### src/rtl/au_sat_stage_pkg.sv
// rtl/au_sat_stage_pkg.sv - opcodes, saturation constants and flag positions for the AU saturation stage
package au_sat_stage_pkg;

  localparam int DW_FIXED = 16;

  localparam logic [3:0] OP_ADD  = 4'b1000;
  localparam logic [3:0] OP_SUB  = 4'b1010;
  localparam logic [3:0] OP_PADD = 4'b0000;

  localparam logic [15:0] SAT_POS16 = 16'h7FFF;
  localparam logic [15:0] SAT_NEG16 = 16'h8000;
  localparam logic [7:0]  SAT_POS8  = 8'h7F;
  localparam logic [7:0]  SAT_NEG8  = 8'h80;

  localparam int FLAG_Z = 0;
  localparam int FLAG_V = 1;
  localparam int FLAG_N = 2;

  // Two same-signed operands producing an opposite-signed sum.
  function automatic logic sign_ovf(input logic sa, input logic sb, input logic ss);
    return (~sa & ~sb & ss) | (sa & sb & ~ss);
  endfunction

endpackage

### src/rtl/au_sat_stage_if.sv
// rtl/au_sat_stage_if.sv - AU-side input handshake and EX/MEM-side output slot of the saturation stage
interface au_sat_stage_if #(
  parameter int DW = 16,
  parameter int RW = 4
);
  logic          in_valid;
  logic          in_ready;
  logic [3:0]    cmd;
  logic [DW-1:0] a;
  logic [DW-1:0] b;
  logic [DW-1:0] sum;
  logic          cout;
  logic [RW-1:0] dst_in;
  logic          wr_en_in;
  logic          flag_we;

  logic          out_valid;
  logic          out_ready;
  logic [DW-1:0] out_result;
  logic [RW-1:0] out_dst;
  logic          out_wr_en;
  logic          out_cout;

  modport slave (
    input  in_valid, cmd, a, b, sum, cout, dst_in, wr_en_in, flag_we, out_ready,
    output in_ready, out_valid, out_result, out_dst, out_wr_en, out_cout
  );

  modport master (
    output in_valid, cmd, a, b, sum, cout, dst_in, wr_en_in, flag_we, out_ready,
    input  in_ready, out_valid, out_result, out_dst, out_wr_en, out_cout
  );
endinterface

### src/rtl/au_saturate.sv
// rtl/au_saturate.sv - combinational signed saturation of the raw AU sum (16-bit ADD/SUB, per-byte PADD)
module au_saturate
  import au_sat_stage_pkg::*;
(
  input  logic [3:0]  cmd,
  input  logic [15:0] a,
  input  logic [15:0] b,
  input  logic [15:0] sum,
  output logic [15:0] sat_result,
  output logic        v16,
  output logic        v_hi,
  output logic        v_lo
);

  logic is_add;
  logic is_sub;
  logic is_padd;
  logic be_msb;

  // Only the sign bits of the operands take part in overflow detection.
  wire unused_ab = ^{a[14:8], a[6:0], b[14:8], b[6:0]};

  always_comb begin
    is_add  = (cmd == OP_ADD);
    is_sub  = (cmd == OP_SUB);
    is_padd = (cmd == OP_PADD);
    be_msb  = is_sub ? ~b[15] : b[15];

    v16  = (is_add | is_sub) & sign_ovf(a[15], be_msb, sum[15]);
    v_hi = is_padd & sign_ovf(a[15], b[15], sum[15]);
    v_lo = is_padd & sign_ovf(a[7], b[7], sum[7]);

    // A wrapped-negative sum means positive overflow, hence the inverted pick.
    sat_result = sum;
    if (v16)
      sat_result = sum[15] ? SAT_POS16 : SAT_NEG16;
    if (v_hi)
      sat_result[15:8] = sum[15] ? SAT_POS8 : SAT_NEG8;
    if (v_lo)
      sat_result[7:0] = sum[7] ? SAT_POS8 : SAT_NEG8;
  end

endmodule

### src/rtl/au_sat_stage.sv
// rtl/au_sat_stage.sv - EX/MEM slot with saturation and Z/V/N flags; AU_SAT_STICKY_EN enables the sticky saturation bit
module au_sat_stage
  import au_sat_stage_pkg::*;
#(
  parameter int DW = 16,
  parameter int RW = 4
)(
  input  logic         clk,
  input  logic         rst_n,
  au_sat_stage_if.slave bus,
  input  logic         flush,
  input  logic         sticky_clr,
  output logic         flag_z,
  output logic         flag_v,
  output logic         flag_n,
  output logic         sat_sticky
);

  logic          in_ready;
  logic          capture;
  logic          is_addsub;
  logic [DW-1:0] sat_result;
  logic          v16;
  logic          v_hi;
  logic          v_lo;

  logic          valid_q;
  logic [DW-1:0] result_q;
  logic [RW-1:0] dst_q;
  logic          wr_q;
  logic          cout_q;
  logic [2:0]    flags_q;

  au_saturate u_saturate (
    .cmd        (bus.cmd),
    .a          (bus.a),
    .b          (bus.b),
    .sum        (bus.sum),
    .sat_result (sat_result),
    .v16        (v16),
    .v_hi       (v_hi),
    .v_lo       (v_lo)
  );

  assign in_ready     = ~valid_q | bus.out_ready;
  assign capture      = bus.in_valid & in_ready & ~flush;
  assign is_addsub    = (bus.cmd == OP_ADD) | (bus.cmd == OP_SUB);
  assign bus.in_ready = in_ready;

  // Flush kills the slot even while MEM is stalling it.
  always_ff @(posedge clk or negedge rst_n) begin
    if (!rst_n) begin
      valid_q  <= 1'b0;
      result_q <= '0;
      dst_q    <= '0;
      wr_q     <= 1'b0;
      cout_q   <= 1'b0;
    end else begin
      if (flush)
        valid_q <= 1'b0;
      else if (capture)
        valid_q <= 1'b1;
      else if (bus.out_ready)
        valid_q <= 1'b0;

      if (capture) begin
        result_q <= sat_result;
        dst_q    <= bus.dst_in;
        wr_q     <= bus.wr_en_in;
        cout_q   <= bus.cout;
      end
    end
  end

  always_ff @(posedge clk or negedge rst_n) begin
    if (!rst_n) begin
      flags_q <= '0;
    end else if (capture & bus.flag_we & is_addsub) begin
      flags_q[FLAG_Z] <= (sat_result == '0);
      flags_q[FLAG_V] <= v16;
      flags_q[FLAG_N] <= sat_result[DW-1];
    end
  end

`ifdef AU_SAT_STICKY_EN
  logic sticky_q;

  always_ff @(posedge clk or negedge rst_n) begin
    if (!rst_n)
      sticky_q <= 1'b0;
    else if (capture & (v16 | v_hi | v_lo))
      sticky_q <= 1'b1;
    else if (sticky_clr)
      sticky_q <= 1'b0;
  end

  assign sat_sticky = sticky_q;
`else
  wire unused_sticky = ^{sticky_clr, v_hi, v_lo};

  assign sat_sticky = 1'b0;
`endif

  assign bus.out_valid  = valid_q;
  assign bus.out_result = result_q;
  assign bus.out_dst    = dst_q;
  assign bus.out_wr_en  = wr_q & valid_q;
  assign bus.out_cout   = cout_q;
  assign flag_z         = flags_q[FLAG_Z];
  assign flag_v         = flags_q[FLAG_V];
  assign flag_n         = flags_q[FLAG_N];

endmodule

### src/flat_wrapper.sv
// flat-port wrapper written by rule: the top's interface ports become plain ports
module au_sat_stage_flat import au_sat_stage_pkg::*;
#(
  parameter int DW = 16,
  parameter int RW = 4
)
  (clk, rst_n, flush, sticky_clr, flag_z, flag_v, flag_n, sat_sticky, bus_in_valid, bus_cmd, bus_a, bus_b, bus_sum, bus_cout, bus_dst_in, bus_wr_en_in, bus_flag_we, bus_out_ready, bus_in_ready, bus_out_valid, bus_out_result, bus_out_dst, bus_out_wr_en, bus_out_cout);
  au_sat_stage_if #(.DW(DW), .RW(RW)) bus_i ();
  input  logic clk;
  input  logic rst_n;
  input  logic flush;
  input  logic sticky_clr;
  output logic flag_z;
  output logic flag_v;
  output logic flag_n;
  output logic sat_sticky;
  input wire logic [$bits(bus_i.in_valid)-1:0] bus_in_valid;
  input wire logic [$bits(bus_i.cmd)-1:0] bus_cmd;
  input wire logic [$bits(bus_i.a)-1:0] bus_a;
  input wire logic [$bits(bus_i.b)-1:0] bus_b;
  input wire logic [$bits(bus_i.sum)-1:0] bus_sum;
  input wire logic [$bits(bus_i.cout)-1:0] bus_cout;
  input wire logic [$bits(bus_i.dst_in)-1:0] bus_dst_in;
  input wire logic [$bits(bus_i.wr_en_in)-1:0] bus_wr_en_in;
  input wire logic [$bits(bus_i.flag_we)-1:0] bus_flag_we;
  input wire logic [$bits(bus_i.out_ready)-1:0] bus_out_ready;
  output wire logic [$bits(bus_i.in_ready)-1:0] bus_in_ready;
  output wire logic [$bits(bus_i.out_valid)-1:0] bus_out_valid;
  output wire logic [$bits(bus_i.out_result)-1:0] bus_out_result;
  output wire logic [$bits(bus_i.out_dst)-1:0] bus_out_dst;
  output wire logic [$bits(bus_i.out_wr_en)-1:0] bus_out_wr_en;
  output wire logic [$bits(bus_i.out_cout)-1:0] bus_out_cout;
  assign bus_i.in_valid = bus_in_valid;
  assign bus_i.cmd = bus_cmd;
  assign bus_i.a = bus_a;
  assign bus_i.b = bus_b;
  assign bus_i.sum = bus_sum;
  assign bus_i.cout = bus_cout;
  assign bus_i.dst_in = bus_dst_in;
  assign bus_i.wr_en_in = bus_wr_en_in;
  assign bus_i.flag_we = bus_flag_we;
  assign bus_i.out_ready = bus_out_ready;
  assign bus_in_ready = bus_i.in_ready;
  assign bus_out_valid = bus_i.out_valid;
  assign bus_out_result = bus_i.out_result;
  assign bus_out_dst = bus_i.out_dst;
  assign bus_out_wr_en = bus_i.out_wr_en;
  assign bus_out_cout = bus_i.out_cout;
  au_sat_stage #(.DW(DW), .RW(RW)) u_core (.clk(clk), .rst_n(rst_n), .bus(bus_i), .flush(flush), .sticky_clr(sticky_clr), .flag_z(flag_z), .flag_v(flag_v), .flag_n(flag_n), .sat_sticky(sat_sticky));
endmodule
### config.mk
export PLATFORM = sky130hd
export DESIGN_NAME = au_sat_stage_flat
export DESIGN_NICKNAME = d
export VERILOG_FILES = /design/src/rtl/au_sat_stage_pkg.sv /design/src/rtl/au_sat_stage_if.sv /design/src/rtl/au_saturate.sv /design/src/rtl/au_sat_stage.sv /design/src/flat_wrapper.sv
export SDC_FILE = /design/constraint.sdc
export NUM_CORES = 1
export LEC_CHECK = 0
export CAP_MARGIN = 20
export CORE_MARGIN = 2
export CORE_UTILIZATION = 35
export DETAILED_ROUTE_END_ITERATION = 8
export PLACE_DENSITY = 0.77
export SETUP_SLACK_MARGIN = 0.2
export SLEW_MARGIN = 10
export SYNTH_ARGS = -nofsm -noshare
export SYNTH_HDL_FRONTEND = slang
export SYNTH_SLANG_ARGS = --single-unit
### constraint.sdc
create_clock -name clk -period 1.48 [get_ports clk]
set_input_delay 0.296 -clock clk [delete_from_list [all_inputs] [get_ports clk]]
set_output_delay 0.296 -clock clk [all_outputs]
set_load 0.01 [all_outputs]
Yosys cells after proc, flatten, opt, wreduce, memory -nomap -nowiden --
Cells that the tools add are included.
Word-level totals: bits in writable memories 0, latch bits 0, word-level logic and storage cells 55, memories kept 0, bits in read-only memories 0, register bits 26, input bits 65
Cells by class: divide/modulo/power cells 0, $add $sub $neg 0, bitwise logic cells 34, muxes and demuxes 10, $lt $le $gt $ge 0, multipliers 0, reductions and logical operators 3, equal/unequal tests 2, shift operators 0
Operators by type and width (count):
- $mux W16 | 2
- $mux W8 | 4
- $and A1 B1 Y1 | 20
- $logic_not A16 Y1 | 1
- $not A1 Y1 | 9
- $eq A4 B4 Y1 const B | 2
- $or A1 B1 Y1 | 5
- $logic_not A4 Y1 | 1
- $mux W1 | 4
- $reduce_bool A3 Y1 | 1

Logic depth before layout (Yosys ltp) --
depth after elaboration 10, mapped depth 7, gate-level depth less buffers 5

Cells and area by module --
From an unflattened synthesis, not the netlist that was laid out.
Second synthesis, totals: cells, all modules 133, area, all modules 1595.3 um^2
Modules (own cells, without submodules):
- au_sat_stage | area each 1158.6 um^2, cells an instance 68, times used 1
- au_saturate | area each 436.7 um^2, cells an instance 65, times used 1

Least setup slack after synthesis --
No wires, ideal clock.
path type input port to flip-flop, from input bus_cmd[1], to register u_core.flags_q[0], path slack -0.297 ns, arrival 1.682 ns, stages 7, cells stage by stage buf_4 nor4_2 buf_4 and2_4 a21oi_2 o41a_1 o32ai_2
On the way: word-level cells in the longest chain between the ends 10, elaborated cells on any way between the ends 19, classes of those cells eq/ne: 2; mux: 4; bitwise: 11; reduce/logical: 2
Ends and longest elaborated chain:
- from (decl) | RTL line flat_wrapper.sv:18 | input wire logic [$bits(bus_i.cmd)-1:0] bus_cmd;
- $eq A4 B4 Y1 | RTL line au_saturate.sv:25, au_sat_stage.sv:47
- $mux W1 | RTL line au_saturate.sv:27 | be_msb = is_sub ? ~b[15] : b[15];
- $not A1 Y1 | RTL line au_sat_stage_pkg.sv:21 | return (~sa & ~sb & ss) | (sa & sb & ~ss);
- $and A1 B1 Y1 (2 in a row) | RTL line au_sat_stage_pkg.sv:21
- $or A1 B1 Y1 | RTL line au_sat_stage_pkg.sv:21
- $and A1 B1 Y1 | RTL line au_saturate.sv:29 | v16 = (is_add | is_sub) & sign_ovf(a[15], be_msb, sum[15]);
- $mux W16 | RTL line au_saturate.sv:35 | if (v16)
- $mux W8 (on tied branches) | RTL line au_saturate.sv:39, au_saturate.sv:37
- $logic_not A16 Y1 | RTL line au_sat_stage.sv:79 | flags_q[FLAG_Z] <= (sat_result == '0);
- to (signal, indexed assignment) | RTL line au_sat_stage.sv:79
- to (signal, indexed assignment) | RTL line au_sat_stage.sv:80 | flags_q[FLAG_V] <= v16;
- to (signal, indexed assignment) | RTL line au_sat_stage.sv:81 | flags_q[FLAG_N] <= sat_result[DW-1];
- to (decl) | RTL line au_sat_stage.sv:32 | logic [2:0] flags_q;
Parallel ways exist; a longest one is shown, timed or not. A chain may end at the register's enable or synchronous reset.

Worst setup path in the final report --
Same ends and word-level chain as after synthesis.

==> flow_metrics.py <==
metrics = {
    "synthesis": {
        "yosys_warnings": 0,
        "synth_edf_count": 0,
        "ys_ff_latch": 26,
        "seq_area_frac_synth": 0.3922,
        "yosysUniqueCellTypes": 51,
        "synth_area_sq_um": 1659,
        "async_flop_share": 1.000,
        "yosysTopAreaCellShare": 0.3922,
        "synth_top_area_cell": "dfrtp_1",
        "synth_nets": 257,
        "netlist_instances": 192,
        "synth_area_leaders": "dfrtp_1 (39%), nand2_1 (7.0%), nor2_1 (4.8%)",
        "syn_avg_cell_area_sq_um": 8.641,
        "synth_flop_cell": "dfrtp_1",
    },
    "worst_hold_path": {
        "hold_path.class": "in -> reg",
        "hold_path_depth": 2,
    },
    "routing": {
        "wl_per_cell_um": 15.99,
        "final_antenna_net_count": 0,
        "drt_iter0_drc": 84,
        "drt_pre_antenna_iters": 4,
        "drc": 0,
        "via_count": 1944,
        "routed_wl_um": 5822,
        "vias_per_cell": 5.341,
    },
    "layout": {
        "final_cell_mix": "buf_4 (45), nand2_1 (29), dlygate4sd2_1 (28)",
        "ff_latch_area_sq_um": 650.6,
        "post-route-cell-area_sq_um": 3114,
        "area_growth_pct": 87.71,
        "nets": 376,
        "nFillCells": 350,
        "final_layout_size_suffix_gt1_frac": 0.4000,
        "final_common_cell": "buf_4",
        "multi_input_area_sq_um": 1150,
        "diodes": 0,
    },
    "timing": {
        "rsz0062_at_grt": "yes",
        "setup_violations": 1,
        "hold_viol_final": 0,
        "finalClockSkew_ps": 3.548,
        "worst_slack_ps": -129.6,
        "min_period_over_period": 1.088,
        "fmax_ghz": 0.6213,
        "slew_violations": 0,
        "period_minus_slack_ps": 1610,
    },
    "global_routing": {
        "grt_pass1_wl_um": 8535,
        "grt_usage": 0.2050,
        "grt_pass1_vias": 1838,
        "grt_antenna_before_repair": 0,
        "grt_remaining_overflow": 0,
        "grt_max_degree": 27,
    },
    "die": {
        "start_util": 0.3560,
        "die_y_um": 72.85,
        "core_sq_um": 4661,
        "die-width_um": 72.85,
        "io-pin-count": 93,
        "core.rowCount": 25,
        "fp.dieArea_sq_um": 5307,
    },
    "cts": {
        "numCtsBuffers": 3,
        "cts-root-buf": "clkbuf_8",
        "cts.htree.levels": 1,
        "cts_tree": "done",
        "path_clk_slew_ps": 90,
        "clockBufferDepth": 2,
        "ctsHoldBuffers": 0,
        "cts_num_sinks": 26,
        "clkLatencyLatePin_ps": 280,
    },
    "place": {
        "routabilityCongestion": 0.9109,
        "portBuffers": 62,
        "hpwl_um": 3774,
        "placed_cell_area_sq_um": 2664,
    },
    "setup_path": {
        "max_stage_delay_ps": 380,
        "cp.arrival_ps": 1800,
        "crit_type": "in -> reg",
        "crit_chain": "buf_8, nor4_4, buf_4, and2_1, o21ai_0, o41a_1, o32ai_2",
        "worstPathRequired_ps": 1670,
        "worst_setup_path_end_kind": "register",
        "cp_max_fo": 6,
        "rr_worst_depth": 6,
        "crit_path_top_delay_cell": "o41a_1",
        "cp-start-kind": "input pin",
    },
    "status": {
        "status": "complete, but fails checks",
        "violations": "negative setup slack",
    },
    "pwr": {
        "p_leak_nw": 1.437,
        "powerDensity_nw_per_um2": 749.9,
        "power.total_w": 0.002335,
        "ir_drop_v": 0.0004316,
    },
    "flow_run": {
        "cap_violations": 0,
    },
}
## metrics by stage
stage            util  TNS (ps)  hold WS, ps  std cells  setup WS [ps]
2_1_floorplan       -     -1178       0.4090        192         -242.6
3_3_place_gp   0.5715    -13310        454.8        341         -750.3
3_5_place_dp   0.5715    -13880        459.6        341         -795.8
4_1_cts        0.6279    -69.73        363.2        357         -69.73
5_1_grt        0.6682    -207.8        358.1        364         -183.1
6_report       0.6682    -129.6        366.9        364         -129.6
## cells by family after synthesis
group	count (synthesis)	share of synthesized area
compound gates	57	0.2361
xor+xnor	2	0.02187
buf+inv	18	0.05731
flops	26	0.3922
mux	5	0.03167
other cells	1	0.002260
simple gates	83	0.2587
## cell usage after synthesis (3+ instances only)
cell      count
inv_1         4
a31oi_1      10
o21a_1        6
clkbuf_1      5
dfrtp_1      26
nor2_1       21
nand2_1      31
o22a_1        3
buf_4         4
nor2b_1       3
buf_2         4
nand3_1       3
o21ai_1      11
mux2i_1       3
nand3b_1      3
and2_1        4
o21ai_0       5
a21oi_1       5
## timing repair
| action | CTS | global route |
|---|---|---|
| endpoints found under the setup margin | 52 | 24 |
| resized for setup | 124 | 34 |
| pin swaps | 21 | 17 |
| buffers inserted | 12 | 7 |
## where the power goes
group | internal [W] | switching (W)
Combinational | 0.000468 | 0.000383
Sequential | 0.000825 | 0.0000588
Clock | 0.000362 | 0.000238
## path summary, 6_finish.rpt
| kind | startpoint | endpoint | slack [ps] |
|---|---|---|---|
| worst max-delay path | bus_cmd[1] | u_core.flags_q[0]$_DFFE_PN0P_ | -130 |
| worst min-delay path | flush | u_core.bus.out_valid$_DFFE_PN0P_ | 370 |
| worst max register to register | u_core.bus.out_valid$_DFFE_PN0P_ | u_core.flags_q[0]$_DFFE_PN0P_ | 10 |
| worst min register to register | u_core.bus.out_dst[3]$_DFFE_PN0P_ | u_core.bus.out_dst[3]$_DFFE_PN0P_ | 480 |
| max in group asynchronous | rst_n | u_core.bus.out_result[14]$_DFFE_PN0P_ | 850 |
| min in group asynchronous | rst_n | u_core.bus.out_cout$_DFFE_PN0P_ | 380 |
## sequential cells by signal (all words and copies together), names as in the netlist
register / flops
u_core.bus.out_dst: 4
u_core.bus.out_result: 16
u_core.wr_q: 1
u_core.bus.out_valid: 1
u_core.flags_q: 3
u_core.bus.out_cout: 1
## cell type report
cell class | count | share of cell area
flip-flops and latches | 26 | 0.2089
clock inverters | 1 | 0.009642
well taps | 54 | 0.02170
multi-input cells | 148 | 0.3692
clock buffers | 3 | 0.01326
inverters | 4 | 0.004821
repair buffers | 128 | 0.3724
## per-layer routing
metal	wire length (um)	part of all wire	vias up	global-route usage
met4	125	0.021	0	0.06173
met1	2402	0.41	939	0.2623
met3	257	0.044	11	0.02901
li1	-	-	924	-
met2	3035	0.52	70	0.3576
met5	0	0	-	0
## worst max-delay path: cells and delay by family
family / cells / cell delay, ps
buf+inv: 2 / 300
simple gates: 2 / 460
compound gates: 3 / 730
Power figures use the tool's default switching activity.
